## config.mk

```make
export PLATFORM = sky130hd
export DESIGN_NAME = crossbar_resp
export DESIGN_NICKNAME = d
export VERILOG_FILES = /design/src/rtl/crossbar_pkg.sv /design/src/rtl/crossbar_resp_slot.sv /design/src/rtl/crossbar_resp.sv
export SDC_FILE = /design/constraint.sdc
export NUM_CORES = 1
export LEC_CHECK = 0
export ABC_CLOCK_PERIOD_IN_PS = 4000
export CORE_MARGIN = 3
export CORE_UTILIZATION = 50
export DETAILED_ROUTE_END_ITERATION = 10
export HOLD_SLACK_MARGIN = 0.02
export PLACE_DENSITY = 0.78
export SLEW_MARGIN = 20
export SYNTH_ARGS = -nofsm -noshare
export SYNTH_HDL_FRONTEND = slang
export SYNTH_HIERARCHICAL = 1
export SYNTH_SLANG_ARGS = --single-unit
export TNS_END_PERCENT = 30
```

## constraint.sdc

```tcl
create_clock -name clk -period 4 [get_ports clk]
set_input_delay 0.6 -clock clk [delete_from_list [all_inputs] [get_ports clk]]
set_output_delay 0.6 -clock clk [all_outputs]
set_load 0.02 [all_outputs]
```

## src/rtl/crossbar_pkg.sv

```systemverilog
// Shared types and helpers for the crossbar response path.
// Holds the slot state encoding, owner index type and default widths.
package crossbar_pkg;

  localparam int unsigned TMO_W_DEFAULT = 8;

  // Width of a slot id / owner index for n requesters (at least 1 bit).
  function automatic int unsigned id_width(input int unsigned n);
    return (n <= 1) ? 1 : $clog2(n);
  endfunction

  localparam int unsigned ID_W_DEFAULT = id_width(7);

  typedef enum logic {
    SLOT_IDLE  = 1'b0,
    SLOT_OWNED = 1'b1
  } slot_state_t;

  typedef logic [ID_W_DEFAULT-1:0] owner_t;

endpackage

```

## src/rtl/crossbar_resp_slot.sv

```systemverilog
// One downstream slot: ownership state, owner index and timeout counter.
// Fires resp_fire/tmo_fire combinationally in the cycle the slot is freed.
module crossbar_resp_slot
  import crossbar_pkg::*;
#(
  parameter int unsigned ID_W  = ID_W_DEFAULT,
  parameter int unsigned TMO_W = TMO_W_DEFAULT
) (
  input  logic            clk,
  input  logic            rst,
  input  logic            cap,
  input  logic [ID_W-1:0] cap_owner,
  input  logic            rel,
  input  logic            rvalid,
  output logic            busy,
  output logic [ID_W-1:0] owner,
  output logic            resp_fire,
  output logic            tmo_fire
);

  localparam logic [TMO_W-1:0] TMO_MAX = '1;

  slot_state_t      state, state_n;
  logic [ID_W-1:0]  owner_q, owner_n;
  logic [TMO_W-1:0] cnt, cnt_n;

  assign busy      = (state == SLOT_OWNED);
  assign owner     = owner_q;
  assign resp_fire = busy && rvalid;
  // A response in the same cycle as the last count wins over the timeout.
  assign tmo_fire  = busy && !rvalid && (cnt == TMO_MAX);

  always_ff @(posedge clk or posedge rst) begin
    if (rst) begin
      state   <= SLOT_IDLE;
      owner_q <= '0;
      cnt     <= '0;
    end else begin
      state   <= state_n;
      owner_q <= owner_n;
      cnt     <= cnt_n;
    end
  end

  always_comb begin
    state_n = state;
    owner_n = owner_q;
    cnt_n   = cnt;
    case (state)
      SLOT_IDLE: begin
        if (cap) begin
          state_n = SLOT_OWNED;
          owner_n = cap_owner;
          cnt_n   = '0;
        end
      end
      SLOT_OWNED: begin
        // cap is only granted here when the slot is also being freed
        if (cap) begin
          owner_n = cap_owner;
          cnt_n   = '0;
        end else if (resp_fire || tmo_fire || rel) begin
          state_n = SLOT_IDLE;
          cnt_n   = '0;
        end else begin
          cnt_n = cnt + TMO_W'(1);
        end
      end
      default: state_n = SLOT_IDLE;
    endcase
  end

endmodule

```

## src/rtl/crossbar_resp.sv

```systemverilog
// Response return path for the request crossbar: captures slot ownership at
// dispatch, routes each slot's response or timeout back to its owner.
module crossbar_resp
  import crossbar_pkg::*;
#(
  parameter int unsigned DATA_W = 16,
  parameter int unsigned N      = 7,
  parameter int unsigned M      = 6,
  parameter int unsigned ID_W   = id_width(N),
  parameter int unsigned TMO_W  = TMO_W_DEFAULT
) (
  input  logic                   clk,
  input  logic                   rst,
  input  logic [N-1:0]           disp_valid,
  input  logic [N-1:0][ID_W-1:0] disp_id,
  output logic [M-1:0]           busy,
  input  logic [M-1:0]           rvalid,
  input  logic [M-1:0][DATA_W-1:0] rdata,
  output logic [N-1:0]           ovalid,
  output logic [N-1:0][DATA_W-1:0] odata,
  output logic [N-1:0]           otimeout,
  output logic                   err
);

  if (N < M) begin : g_bad_cfg
    $fatal(1, "crossbar_resp: N must be >= M");
  end

  logic [M-1:0][ID_W-1:0]   owner;
  logic [M-1:0][ID_W-1:0]   win;
  logic [M-1:0]             resp_fire, tmo_fire, live;
  logic [M-1:0]             cap_req, cap, rel, dup;
  logic [N-1:0]             in_range, acc;
  logic [N-1:0]             ovalid_n, otimeout_n;
  logic [N-1:0][DATA_W-1:0] odata_n;
  logic                     held_err, err_n;

  for (genvar j = 0; j < M; j++) begin : g_slot
    crossbar_resp_slot #(
      .ID_W (ID_W),
      .TMO_W(TMO_W)
    ) u_slot (
      .clk      (clk),
      .rst      (rst),
      .cap      (cap[j]),
      .cap_owner(win[j]),
      .rel      (rel[j]),
      .rvalid   (rvalid[j]),
      .busy     (busy[j]),
      .owner    (owner[j]),
      .resp_fire(resp_fire[j]),
      .tmo_fire (tmo_fire[j])
    );
  end

  // Slot still held after this edge (owned and neither answered nor timed out).
  assign live = busy & ~(resp_fire | tmo_fire);
  assign cap  = cap_req & ~live;

  // Dispatch decode: lowest requester index wins each slot.
  always_comb begin
    in_range = '0;
    cap_req  = '0;
    dup      = '0;
    win      = '0;
    for (int i = 0; i < N; i++) begin
      in_range[i] = ({1'b0, disp_id[i]} < (ID_W+1)'(M));
    end
    for (int j = 0; j < M; j++) begin
      for (int i = 0; i < N; i++) begin
        if (disp_valid[i] && in_range[i] && (disp_id[i] == ID_W'(j))) begin
          if (cap_req[j]) begin
            dup[j] = 1'b1;
          end else begin
            cap_req[j] = 1'b1;
            win[j]     = ID_W'(i);
          end
        end
      end
    end
  end

  // A requester re-dispatched while still holding another slot gives that slot up.
  always_comb begin
    acc      = '0;
    rel      = '0;
    held_err = 1'b0;
    for (int i = 0; i < N; i++) begin
      for (int j = 0; j < M; j++) begin
        if (cap[j] && (win[j] == ID_W'(i))) acc[i] = 1'b1;
      end
    end
    for (int k = 0; k < M; k++) begin
      for (int i = 0; i < N; i++) begin
        if (live[k] && (owner[k] == ID_W'(i))) begin
          if (acc[i]) rel[k] = 1'b1;
          if (disp_valid[i] && in_range[i]) held_err = 1'b1;
        end
      end
    end
  end

  assign err_n = err | (|dup) | (|(cap_req & live)) | held_err | (|(rvalid & ~busy));

  // Owner-to-requester return mux; odata holds when nothing is delivered.
  always_comb begin
    ovalid_n   = '0;
    otimeout_n = '0;
    odata_n    = odata;
    for (int i = 0; i < N; i++) begin
      for (int j = 0; j < M; j++) begin
        if (owner[j] == ID_W'(i)) begin
          if (resp_fire[j]) begin
            ovalid_n[i] = 1'b1;
            odata_n[i]  = rdata[j];
          end
          if (tmo_fire[j]) otimeout_n[i] = 1'b1;
        end
      end
    end
  end

  always_ff @(posedge clk or posedge rst) begin
    if (rst) begin
      ovalid   <= '0;
      otimeout <= '0;
      odata    <= '0;
      err      <= 1'b0;
    end else begin
      ovalid   <= ovalid_n;
      otimeout <= otimeout_n;
      odata    <= odata_n;
      err      <= err_n;
    end
  end

endmodule

```

==> results.toml <==
[hold_path]
hold_path_depth = 1
hp-class = "reg2reg"

[synthesis]
netlist_area_mm2 = 0.0169
synth.avg_cell_area_um2 = 8.19
synth_edf_count = 0
yosys_warnings = 6
synth_cells = 2060
async_reset_ff_frac = 1.00
ys_ff_latch = 199
synth-main-ff-cell = "dfrtp_1"
synth.area.mux_share = 0.0871
synthSimpleGateAreaFrac = 0.245
synth_fa_ha_area_frac = 0.00564
synth_top_family_by_area = "compound AO/OA/AOI/OAI gates"
synth.distinct_cells = 91
synth_compound_area_frac = 0.302
syn_nets = 2198
synth-xor-area-share = 0.00623
synth-seq-area-share = 0.295

[placed_design]
port_buffers = 264
placed_area_mm2 = 0.0212
pre_cts_slack_ns = -0.507
dp_hpwl_um = 58700
place_congestion = 1.07

[critical_path]
arrival_ns = 4.32
worstPathMaxFanout = 6
start_kind = "flip-flop"
critPathKind = "reg2reg"
end_kind = "flip-flop"
slowest_delay_ns = 0.56
cp_slowest_cell = "or4b_4"
cp_cell_sequence = "ha_1 -> and3_4 -> nand3_2 -> nor3b_2 -> or3b_4 -> a222oi_1 -> nand2_1 -> mux4_2 -> o221a_4 -> or4b_4 -> buf_4 -> o21ai_0 -> a21o_1"
crit_required_ns = 4.40
r2r_cells = 13

[sta]
finalHoldViolCount = 0
slew_headroom = 0.332
rsz0062_at_grt = "yes"
slew_violations = 0
whs_ns = 0.543
fin_crit_sh = 0.979
period_needed_ns = 3.92
worst_pin_slew_ns = 1.00
postLayoutSetupSlackWorst_ns = 0.0839
timing.fmax_ghz = 0.255
setup_viol = 0
finalClockSkew_ns = 0.0306

[clocking]
ctsHoldBuffers = 0
clkTransAtPathRegs_ns = 0.08
root_buffer = "clkbuf_16"
clock_sinks = 199
clkLatencyLatePin_ns = 0.48
cts.htree.levels = 4
cts-buffers-inserted = 17
cts_tree = "done"
clock_path_buffers = 2

[power]
peakVddDrop_mv = 0.452
p_int_uw = 7110
power_frac_comb = 0.566
p_seq_frac = 0.283
p_leak_uw = 0.00935
switching_share = 0.436
power_density_mw_per_mm2 = 568
p_switching_uw = 5490
clkPwrFrac = 0.151

[global_routing]
antenna_found_initial = 6
overflow = 0
grt_max_degree = 47
grt_pass1_vias = 18900
track_usage = 0.424
grt_first_pass_wirelength_um = 118000

[routing]
wl_per_cell_um = 27.4
drt_iter0_markers = 3643
ant_nets = 0
routed_wirelength_um = 79000
num_vias = 20200
firstDrtPassIters = 10
remaining_drc_errors = 0
vias_per_cell = 7.00

[floorplanning]
die-width_um = 190
core.rowCount = 66
io_pins = 265
die_h_um = 190
die-area_mm2 = 0.0360
fp.coreArea_mm2 = 0.0329
start_util = 0.513

[final_layout]
fillerInstances = 2737
nets = 2566
area_delta_synth_final_pct = 31.6
drive_above_1_share = 0.181
finalInstanceArea_mm2 = 0.0222

[job]
drv_cap = 0

[outcome]
status = "completed"
cells in the final DEF (no fill, tap or decap), types with 15 or more instances in the layout:
cell | netlist | layout
nor2b_1 | 15 | 15
dfrtp_1 | 199 | 199
a32oi_1 | 16 | 16
o21ai_0 | 39 | 37
o21ai_1 | 39 | 41
a221o_1 | 64 | 64
mux2_2 | 24 | 24
clkdlybuf4s50_1 | 0 | 264
nand4_1 | 22 | 22
clkbuf_16 | 0 | 17
nor2_1 | 319 | 316
inv_1 | 29 | 28
a22oi_1 | 15 | 15
nor3b_1 | 25 | 18
a31oi_1 | 18 | 18
buf_4 | 10 | 269
nor3_1 | 19 | 18
nand2_1 | 81 | 81
a21oi_1 | 218 | 216
and2_1 | 20 | 19
mux2i_1 | 113 | 113
nand3_1 | 76 | 68
nand2b_1 | 18 | 18
a211oi_1 | 231 | 230
cell usage after synthesis (10+ instances only):
master / number / area [um2]
nand2_1: 81 / 304
buf_6: 10 / 113
o21ai_1: 39 / 195
o21ai_0: 39 / 195
and3_1: 19 / 119
a32oi_1: 16 / 140
and2_1: 20 / 125
nand4_1: 22 / 138
nand4b_1: 14 / 123
a221o_1: 64 / 641
buf_4: 10 / 75.1
o31ai_1: 10 / 75.1
a21oi_1: 218 / 1090
nor3b_1: 25 / 188
a22o_1: 13 / 114
nor2b_1: 15 / 93.8
inv_1: 29 / 109
nor4_1: 13 / 81.3
and4b_1: 12 / 120
a211oi_1: 231 / 1730
a31oi_1: 18 / 113
a22oi_1: 15 / 113
clkbuf_1: 130 / 488
mux2_2: 24 / 270
nor3_1: 19 / 95.1
nand3_1: 76 / 380
or4b_1: 11 / 110
nand2b_1: 18 / 113
mux2i_1: 113 / 1130
buf_2: 33 / 165
dfrtp_1: 199 / 4980
nor2_1: 319 / 1200
state kept, by name (all words and copies together), names as in the netlist:
register             cells
err                      1
g_slot.u_slot/cnt       48
g_slot.u_slot/owner     18
g_slot.u_slot/busy       6
odata                  112
otimeout                 7
ovalid                   7
worst paths after layout:
path                                                      from                                   to  slack (ns)
min reg2reg                g_slot[4].u_slot/cnt[5]$_DFFE_PP0P_  g_slot[4].u_slot/cnt[5]$_DFFE_PP0P_        0.54
max in group asynchronous                                  rst                  odata[10]$_DFF_PP0_        2.20
max                        g_slot[2].u_slot/cnt[0]$_DFFE_PP0P_  g_slot[2].u_slot/cnt[7]$_DFFE_PP0P_        0.08
min in group asynchronous                                  rst  g_slot[4].u_slot/cnt[5]$_DFFE_PP0P_        0.93
min                        g_slot[4].u_slot/cnt[5]$_DFFE_PP0P_  g_slot[4].u_slot/cnt[5]$_DFFE_PP0P_        0.54
max reg2reg                g_slot[2].u_slot/cnt[0]$_DFFE_PP0P_  g_slot[2].u_slot/cnt[7]$_DFFE_PP0P_        0.08
final cells by class:
cell class / count / area [um2] / area share
clock buffer: 17 / 425 / 0.0192
inverter: 29 / 111 / 0.00502
timing repair buffer: 539 / 4760 / 0.215
sequential: 199 / 4980 / 0.224
clock inverter: 15 / 208 / 0.00936
tap: 442 / 553 / 0.0249
antenna: 3 / 7.51 / 0.000338
multi-input combinational: 1642 / 11100 / 0.502
metal layers:
metal / track usage / wire, um
met1: 0.572 / 30100
met2: 0.624 / 33200
met3: 0.165 / 12200
met4: 0.144 / 3450
met5: 0 / 55
timing repair:
action / CTS / global route
pin swaps: 2 / 20
setup endpoints to repair: 37 / 44
gates resized for setup: 13 / 43
buffers inserted: 1 / 10
through the flow:
stage | power (uW) | utilization | cells | setup TNS, ns
6_report | 12600 | 0.675 | 2886 | 0
5_1_grt | 13200 | 0.675 | 2885 | -0.414
4_1_cts | 12300 | 0.667 | 2873 | -0.0196
3_5_place_dp | 10300 | 0.646 | 2840 | -15.50
3_3_place_gp | 10200 | 0.646 | 2840 | -11.74
2_1_floorplan | 7350 | - | 2060 | 0
cells by family after synthesis:
kind of cell / count (synthesis)
muxes: 140
adders and majority gates: 8
buffers and inverters: 219
and+or+nand+nor: 750
DFF: 199
xor gates and xnor gates: 12
AOI/OAI and AO/OA: 732
critical path, delay by kind of cell (launching register included):
family	cells	cell delay, ns
adders and majority gates	1	0.23
and+or+nand+nor	6	1.57
muxes	1	0.51
buffers and inverters	1	0.19
AOI/OAI and AO/OA	4	0.96
DFF	1	0.39
power by group through the flow:
stage          combinational (uW)  sequential (uW)  clock [uW]
3_3_place_gp                 6680             3520           0
5_1_grt                      7570             3620        1980
2_1_floorplan                3470             3880           0
4_1_cts                      6890             3500        1900
3_5_place_dp                 6800             3530           0
6_report                     7130             3560        1900
Power figures use the tool's default switching activity.
